==> src/rtl/fetch_stage.sv <==
// Instruction-fetch stage: owns the PC, addresses instruction memory and fills the IF/ID
// register, honouring branch flush over load-use stall, with a saturating stall counter.
module fetch_stage #(
    parameter int unsigned          REG_WIDTH   = 64,
    parameter int unsigned          REG_COUNT   = 32,
    parameter int unsigned          INSTR_WIDTH = 32,
    parameter logic [REG_WIDTH-1:0] RESET_PC    = '0,
    parameter int unsigned          CNT_WIDTH   = 32
) (
    input  logic                         clk,
    input  logic                         rst,
    input  logic                         stall,
    input  logic                         flush,
    input  logic [REG_WIDTH-1:0]         branch_target,
    output logic [REG_WIDTH-1:0]         imem_addr,
    input  logic [INSTR_WIDTH-1:0]       imem_rdata,
    output logic [REG_WIDTH-1:0]         if_id_pc,
    output logic [INSTR_WIDTH-1:0]       if_id_instr,
    output logic                         if_id_valid,
    output logic [$clog2(REG_COUNT)-1:0] if_id_rs1,
    output logic [$clog2(REG_COUNT)-1:0] if_id_rs2,
    output logic [CNT_WIDTH-1:0]         stall_count
);
    localparam int unsigned RS_W = $clog2(REG_COUNT);
    localparam logic [INSTR_WIDTH-1:0] NOP = INSTR_WIDTH'(32'h0000_0013);

    logic [REG_WIDTH-1:0]   pc_q, pc_d;
    logic [REG_WIDTH-1:0]   ifid_pc_q, ifid_pc_d;
    logic [INSTR_WIDTH-1:0] ifid_instr_q, ifid_instr_d;
    logic                   ifid_valid_q, ifid_valid_d;
    logic [RS_W-1:0]        rs1_q, rs1_d, rs2_q, rs2_d;
    logic [CNT_WIDTH-1:0]   cnt_q, cnt_d;

    // Next-state selection: flush beats stall beats advance.
    always_comb begin
        pc_d         = pc_q;
        ifid_pc_d    = ifid_pc_q;
        ifid_instr_d = ifid_instr_q;
        ifid_valid_d = ifid_valid_q;
        rs1_d        = rs1_q;
        rs2_d        = rs2_q;
        cnt_d        = cnt_q;
        if (flush) begin
            pc_d         = {branch_target[REG_WIDTH-1:2], 2'b00};
            ifid_pc_d    = '0;
            ifid_instr_d = NOP;
            ifid_valid_d = 1'b0;
            rs1_d        = '0;
            rs2_d        = '0;
        end else if (stall) begin
            if (cnt_q != {CNT_WIDTH{1'b1}}) begin
                cnt_d = cnt_q + CNT_WIDTH'(1);
            end else begin
                cnt_d = cnt_q;
            end
        end else begin
            pc_d         = pc_q + REG_WIDTH'(4);
            ifid_pc_d    = pc_q;
            ifid_instr_d = imem_rdata;
            ifid_valid_d = 1'b1;
            // Register fields are pre-decoded so bubbles present zero to the hazard unit.
            rs1_d        = imem_rdata[19:15];
            rs2_d        = imem_rdata[24:20];
        end
    end

    // State registers with asynchronous reset.
    always_ff @(posedge clk or posedge rst) begin
        if (rst) begin
            pc_q         <= RESET_PC;
            ifid_pc_q    <= '0;
            ifid_instr_q <= NOP;
            ifid_valid_q <= 1'b0;
            rs1_q        <= '0;
            rs2_q        <= '0;
            cnt_q        <= '0;
        end else begin
            pc_q         <= pc_d;
            ifid_pc_q    <= ifid_pc_d;
            ifid_instr_q <= ifid_instr_d;
            ifid_valid_q <= ifid_valid_d;
            rs1_q        <= rs1_d;
            rs2_q        <= rs2_d;
            cnt_q        <= cnt_d;
        end
    end

    assign imem_addr   = pc_q;
    assign if_id_pc    = ifid_pc_q;
    assign if_id_instr = ifid_instr_q;
    assign if_id_valid = ifid_valid_q;
    assign if_id_rs1   = rs1_q;
    assign if_id_rs2   = rs2_q;
    assign stall_count = cnt_q;
endmodule

==> config.mk <==
export PLATFORM = sky130hd
export DESIGN_NAME = fetch_stage
export DESIGN_NICKNAME = d
export VERILOG_FILES = /design/src/rtl/fetch_stage.sv
export SDC_FILE = /design/constraint.sdc
export NUM_CORES = 1
export LEC_CHECK = 0
export CAP_MARGIN = 30
export CORE_AREA = 8 8 141 208
export DETAILED_ROUTE_END_ITERATION = 10
export DIE_AREA = 0 0 149 216
export GPL_TIMING_DRIVEN = 1
export SLEW_MARGIN = 20
export SYNTH_ARGS = -nofsm -noshare
export SYNTH_HDL_FRONTEND = slang
export SYNTH_SLANG_ARGS = --single-unit
==> constraint.sdc <==
create_clock -name clk -period 16.75 [get_ports clk]
set_input_delay 4.1875 -clock clk [delete_from_list [all_inputs] [get_ports clk]]
set_output_delay 4.1875 -clock clk [all_outputs]
set_load 0.02 [all_outputs]
==> summary.md <==
The tools report the number of nets with antenna violations after routing as 0. The area growth from synthesis to layout came out at 42.92%. In the global route stage, overall resource usage came out at 18.03%. The largest incremental delay on the critical path came out at 0.61 ns. Input and output buffers added on the ports amount to 298. By area the synthesized netlist is led by sky130_fd_sc_hd__dfrtp_1, sky130_fd_sc_hd__mux2i_1, sky130_fd_sc_hd__nor2_1.

On the critical path, the stage with the largest delay is an instance of sky130_fd_sc_hd__nor4_4. After detailed routing, the average wire length per cell comes to 19.13 um. The largest total area in the synthesized netlist belongs to sky130_fd_sc_hd__dfrtp_1. The run gives 0.43 ns as the clock network latency to the later pin of the worst-skew pair.

The flow ran to the end, and the final reports show no timing, DRC or antenna violations. Number of cells on the worst hold path: 1. In this run the worst hold path is classified as flop to flop. The run gives 0.01224 sq mm as the placed standard-cell area. For this design, the sink count on the clock tree is 190. For the worst flop-to-flop path, the logic depth is 5. TritonCTS created 17 clock buffers.

Counting both buffers and inverters, the worst setup path holds a total of 2. During synthesis, Yosys emitted a total of 0 warnings. The hold violation total from the final report is 0.

The start point of the critical path was stall. Endpoint of the lowest-slack register-to-register path: imem_addr[52]. The layout has 2491 filler cells. The most frequent standard cell in the layout excluding fill and tap cells is sky130_fd_sc_hd__clkdlybuf4s50_1. The power density relative to cell area came out at 92.49 mW/mm^2.

TritonCTS built the clock tree. The first global-routing pass estimated 45.40 mm of wire. The smallest setup slack after layout was 9.797 ns; the post-synthesis register bit count was 190. Clock-pin slew was measured on the worst setup and hold paths at 0.07 ns. The path with the worst hold slack has its endpoint at stall_count[30]. Counting I/O delays and the setup requirement, the final critical path takes 6.953 ns. For the instance count of the mapped netlist, the log shows 883. The netlist area before placement came out at 0.009034 sq mm.

The run gives 0.004758 sq mm as the register area. The most used flip-flop cell after synthesis is sky130_fd_sc_hd__dfrtp_1. For the via count of the first global-routing pass, the log shows 7755.

Hold timing on the final database bottoms out at a slack of 0.5028 ns. The total overflow reported by the global router came out at 0. 303 I/O pins were placed. After floorplanning, the core was sized to cover 0.02631 sq mm. Static timing analysis puts the maximum clock frequency at 0.1438 GHz. Launch instance of the worst register-to-register path: imem_addr[19]. In this run the static leakage power is 5.504 nW. The H-tree was split into 4 levels. In this run the horizontal extent of the chip is 149 um.

Wires add up to 28.91 mm. The run gives 0 as the final count of pins violating max slew. Setup slack on the worst reg-to-reg path comes out at 13.96 ns. The proportion of netlist area held by the largest area contributor was 51.80%. On the critical path the largest part of the delay comes from simple AND/OR/NAND/NOR gates. The die is 216 um tall.

Summing all multi-input logic gate instances after layout gives 0.003996 sq mm. In this run the deepest clock path goes through 2 buffers. The worst setup path is captured at a flop.

The worst-margin pin slew was 0.8826 ns; the violation count after the first detailed-routing iteration was 376. The floorplan has 73 rows. The worst setup path is launched from a primary input.

After detailed routing, the number of vias per cell comes to 4.998. Adding up every negative setup slack in the final design gives 0 ns. The number of maximum-capacitance constraint violations is 0, and the post-detailed-placement half-perimeter wirelength is 20.92 mm. The synthesized area per cell came out at 10.23 sq um. Setup repair after global routing left no endpoint under its margin.

The worst-case headroom to the max-slew limit is 41.16%, and the maximum clock skew at final layout is 0.008627 ns. Counting distinct cell types in the post-synthesis netlist gives 47. Setup violations remaining at the end of the flow were counted as 0.

STA puts the critical path data arrival time at 7.30 ns. The routability-driven placement congestion ratio came out at 0.7538. The final route contains 7552 vias.

The logs give 0.06955 mV for the worst supply voltage drop on vdd and 9.246 ns for the worst setup slack after placement. The finished cells cover 0.01291 sq mm. For the number of hold-repair buffers added at the cts stage, the log shows 0. The worst setup path is of the primary input to flop kind. The floorplan step defined a die boundary enclosing 0.03218 sq mm. Entering global routing, the biggest net connects 124 pins. In the layout the commonest cells are sky130_fd_sc_hd__clkdlybuf4s50_1, sky130_fd_sc_hd__dfrtp_1, sky130_fd_sc_hd__nor2_1. For this run, asynchronously set or reset flops after synthesis account for 100.0%. Traced cell by cell, the critical path runs through buf_6, buf_4, nand4b_2, nor4_4, nand4_1, or3_1, a31oi_1. The number of buffers added for setup after CTS was 0; the DRC violation count after routing was 0. Launch point of the worst hold path: stall_count[30]. The share of the clock period used by the worst path was 41.51%; the number of gates resized after cts was 0.

The worst-path maximum fanout was 52; the number of iterations in the first detailed-routing pass was 4. The initial antenna violation count is 6, and the required time reported for the critical path endpoint is 17.10 ns. The final layout contains 1259 nets.

The initial utilization of the core area, before any placement, comes to 34.34%. Yosys mapped a number of flops with a built-in enable equal to 0. The share of post-route cells with drive strength above 1 works out to 5.470%. Summing the sequential cell areas from Yosys gives 52.67% of the chip area. The tree is rooted in a sky130_fd_sc_hd__clkbuf_16.
==> cell families after synthesis <==
| group | after synthesis | share of synthesized area, % |
|---|---|---|
| AOI/OAI and AO/OA | 85 | 5.291 |
| xor gates and xnor gates | 68 | 6.593 |
| adders and majority gates | 2 | 0.2770 |
| buffers and inverters | 65 | 3.255 |
| DFF | 190 | 52.67 |
| muxes | 98 | 10.90 |
| other | 1 | 0.04151 |
| and+or+nand+nor | 374 | 20.97 |
==> final cells by class <==
type                            instances  area share (%)
Tap cell                              337           3.266
Timing Repair Buffer                  308           23.90
Sequential cell                       190           36.85
Multi-Input combinational cell        629           30.95
Clock buffer                           24           3.964
Inverter                               11          0.3779
Clock inverter                          8          0.6105
Antenna cell                            4         0.07753
==> flip-flops by register name, indices dropped and copies added, names as in the netlist <==
signal	flops
if_id_pc	63
if_id_instr	32
imem_addr	62
stall_count	32
if_id_valid	1
==> routing by layer <==
metal | GRT usage (%) | up-vias | share of wire (%)
met5 | 0 | - | 0.093
met4 | 6.349 | 4 | 1.4
met3 | 4.712 | 22 | 5.6
met2 | 32.21 | 178 | 54
met1 | 20.07 | 3713 | 39
li1 | - | 3635 | -
==> worst reg2reg max path, stage by stage, from the launching register on <==
cell and delay (ns):
sky130_fd_sc_hd__dfrtp_1 0.49, sky130_fd_sc_hd__nand4_1 0.31, sky130_fd_sc_hd__nor4_1 0.74, sky130_fd_sc_hd__nand3_1 0.42, sky130_fd_sc_hd__or4_1 0.59, sky130_fd_sc_hd__a31oi_1 0.17
==> power breakdown <==
group	internal (W)	switching [W]	leakage [nW]
Sequential	0.000495	0.0000470	2.43
Clock	0.000230	0.000180	0.293
Combinational	0.000119	0.000124	2.78
Total	0.000843	0.000351	5.50
==> how the worst max path moves through the flow <==
stage | end | slack [ns] | cells past startpoint
after floorplan | if_id_instr[10] | 7.40 | 1
after global placement | imem_addr[50] | 9.26 | 7
after detailed placement | imem_addr[50] | 9.25 | 7
after CTS | imem_addr[50] | 9.72 | 7
after global routing | imem_addr[50] | 9.52 | 7
final | imem_addr[58] | 9.80 | 7
==> stage by stage <==
| stage | total power, W | instances | util (%) |
|---|---|---|---|
| 2_1_floorplan | 0.0006632 | 884 | - |
| 3_3_place_gp | 0.0007930 | 1470 | 46.54 |
| 3_5_place_dp | 0.0007959 | 1470 | 46.54 |
| 4_1_cts | 0.001212 | 1502 | 48.79 |
| 5_1_grt | 0.001254 | 1511 | 49.08 |
| 6_report | 0.001194 | 1511 | 49.08 |
==> synth_stat cells, types with 2 or more instances <==
library cell                 n
sky130_fd_sc_hd__dfrtp_1   187
sky130_fd_sc_hd__nor2_1    124
sky130_fd_sc_hd__mux2i_1    95
sky130_fd_sc_hd__nand2_1    83
sky130_fd_sc_hd__o21ai_0    49
sky130_fd_sc_hd__xor2_1     40
sky130_fd_sc_hd__nand4_1    38
sky130_fd_sc_hd__nand3_1    36
sky130_fd_sc_hd__clkbuf_1   31
sky130_fd_sc_hd__xnor2_1    28
sky130_fd_sc_hd__a31oi_1    19
sky130_fd_sc_hd__buf_4      13
sky130_fd_sc_hd__nor3_1     13
sky130_fd_sc_hd__or3_1      13
sky130_fd_sc_hd__nor4_1     12
sky130_fd_sc_hd__and3_1     11
sky130_fd_sc_hd__inv_1      10
sky130_fd_sc_hd__and4_1      9
sky130_fd_sc_hd__buf_1       9
sky130_fd_sc_hd__or4_1       9
sky130_fd_sc_hd__a21oi_1     6
sky130_fd_sc_hd__and2_1      6
sky130_fd_sc_hd__nor2b_1     5
sky130_fd_sc_hd__o31ai_1     5
sky130_fd_sc_hd__dfstp_2     3
sky130_fd_sc_hd__mux2_2      3
sky130_fd_sc_hd__nor4_4      3
sky130_fd_sc_hd__ha_1        2
sky130_fd_sc_hd__nand4_2     2
sky130_fd_sc_hd__o211ai_1    2
(Power assumes the default switching activity.)
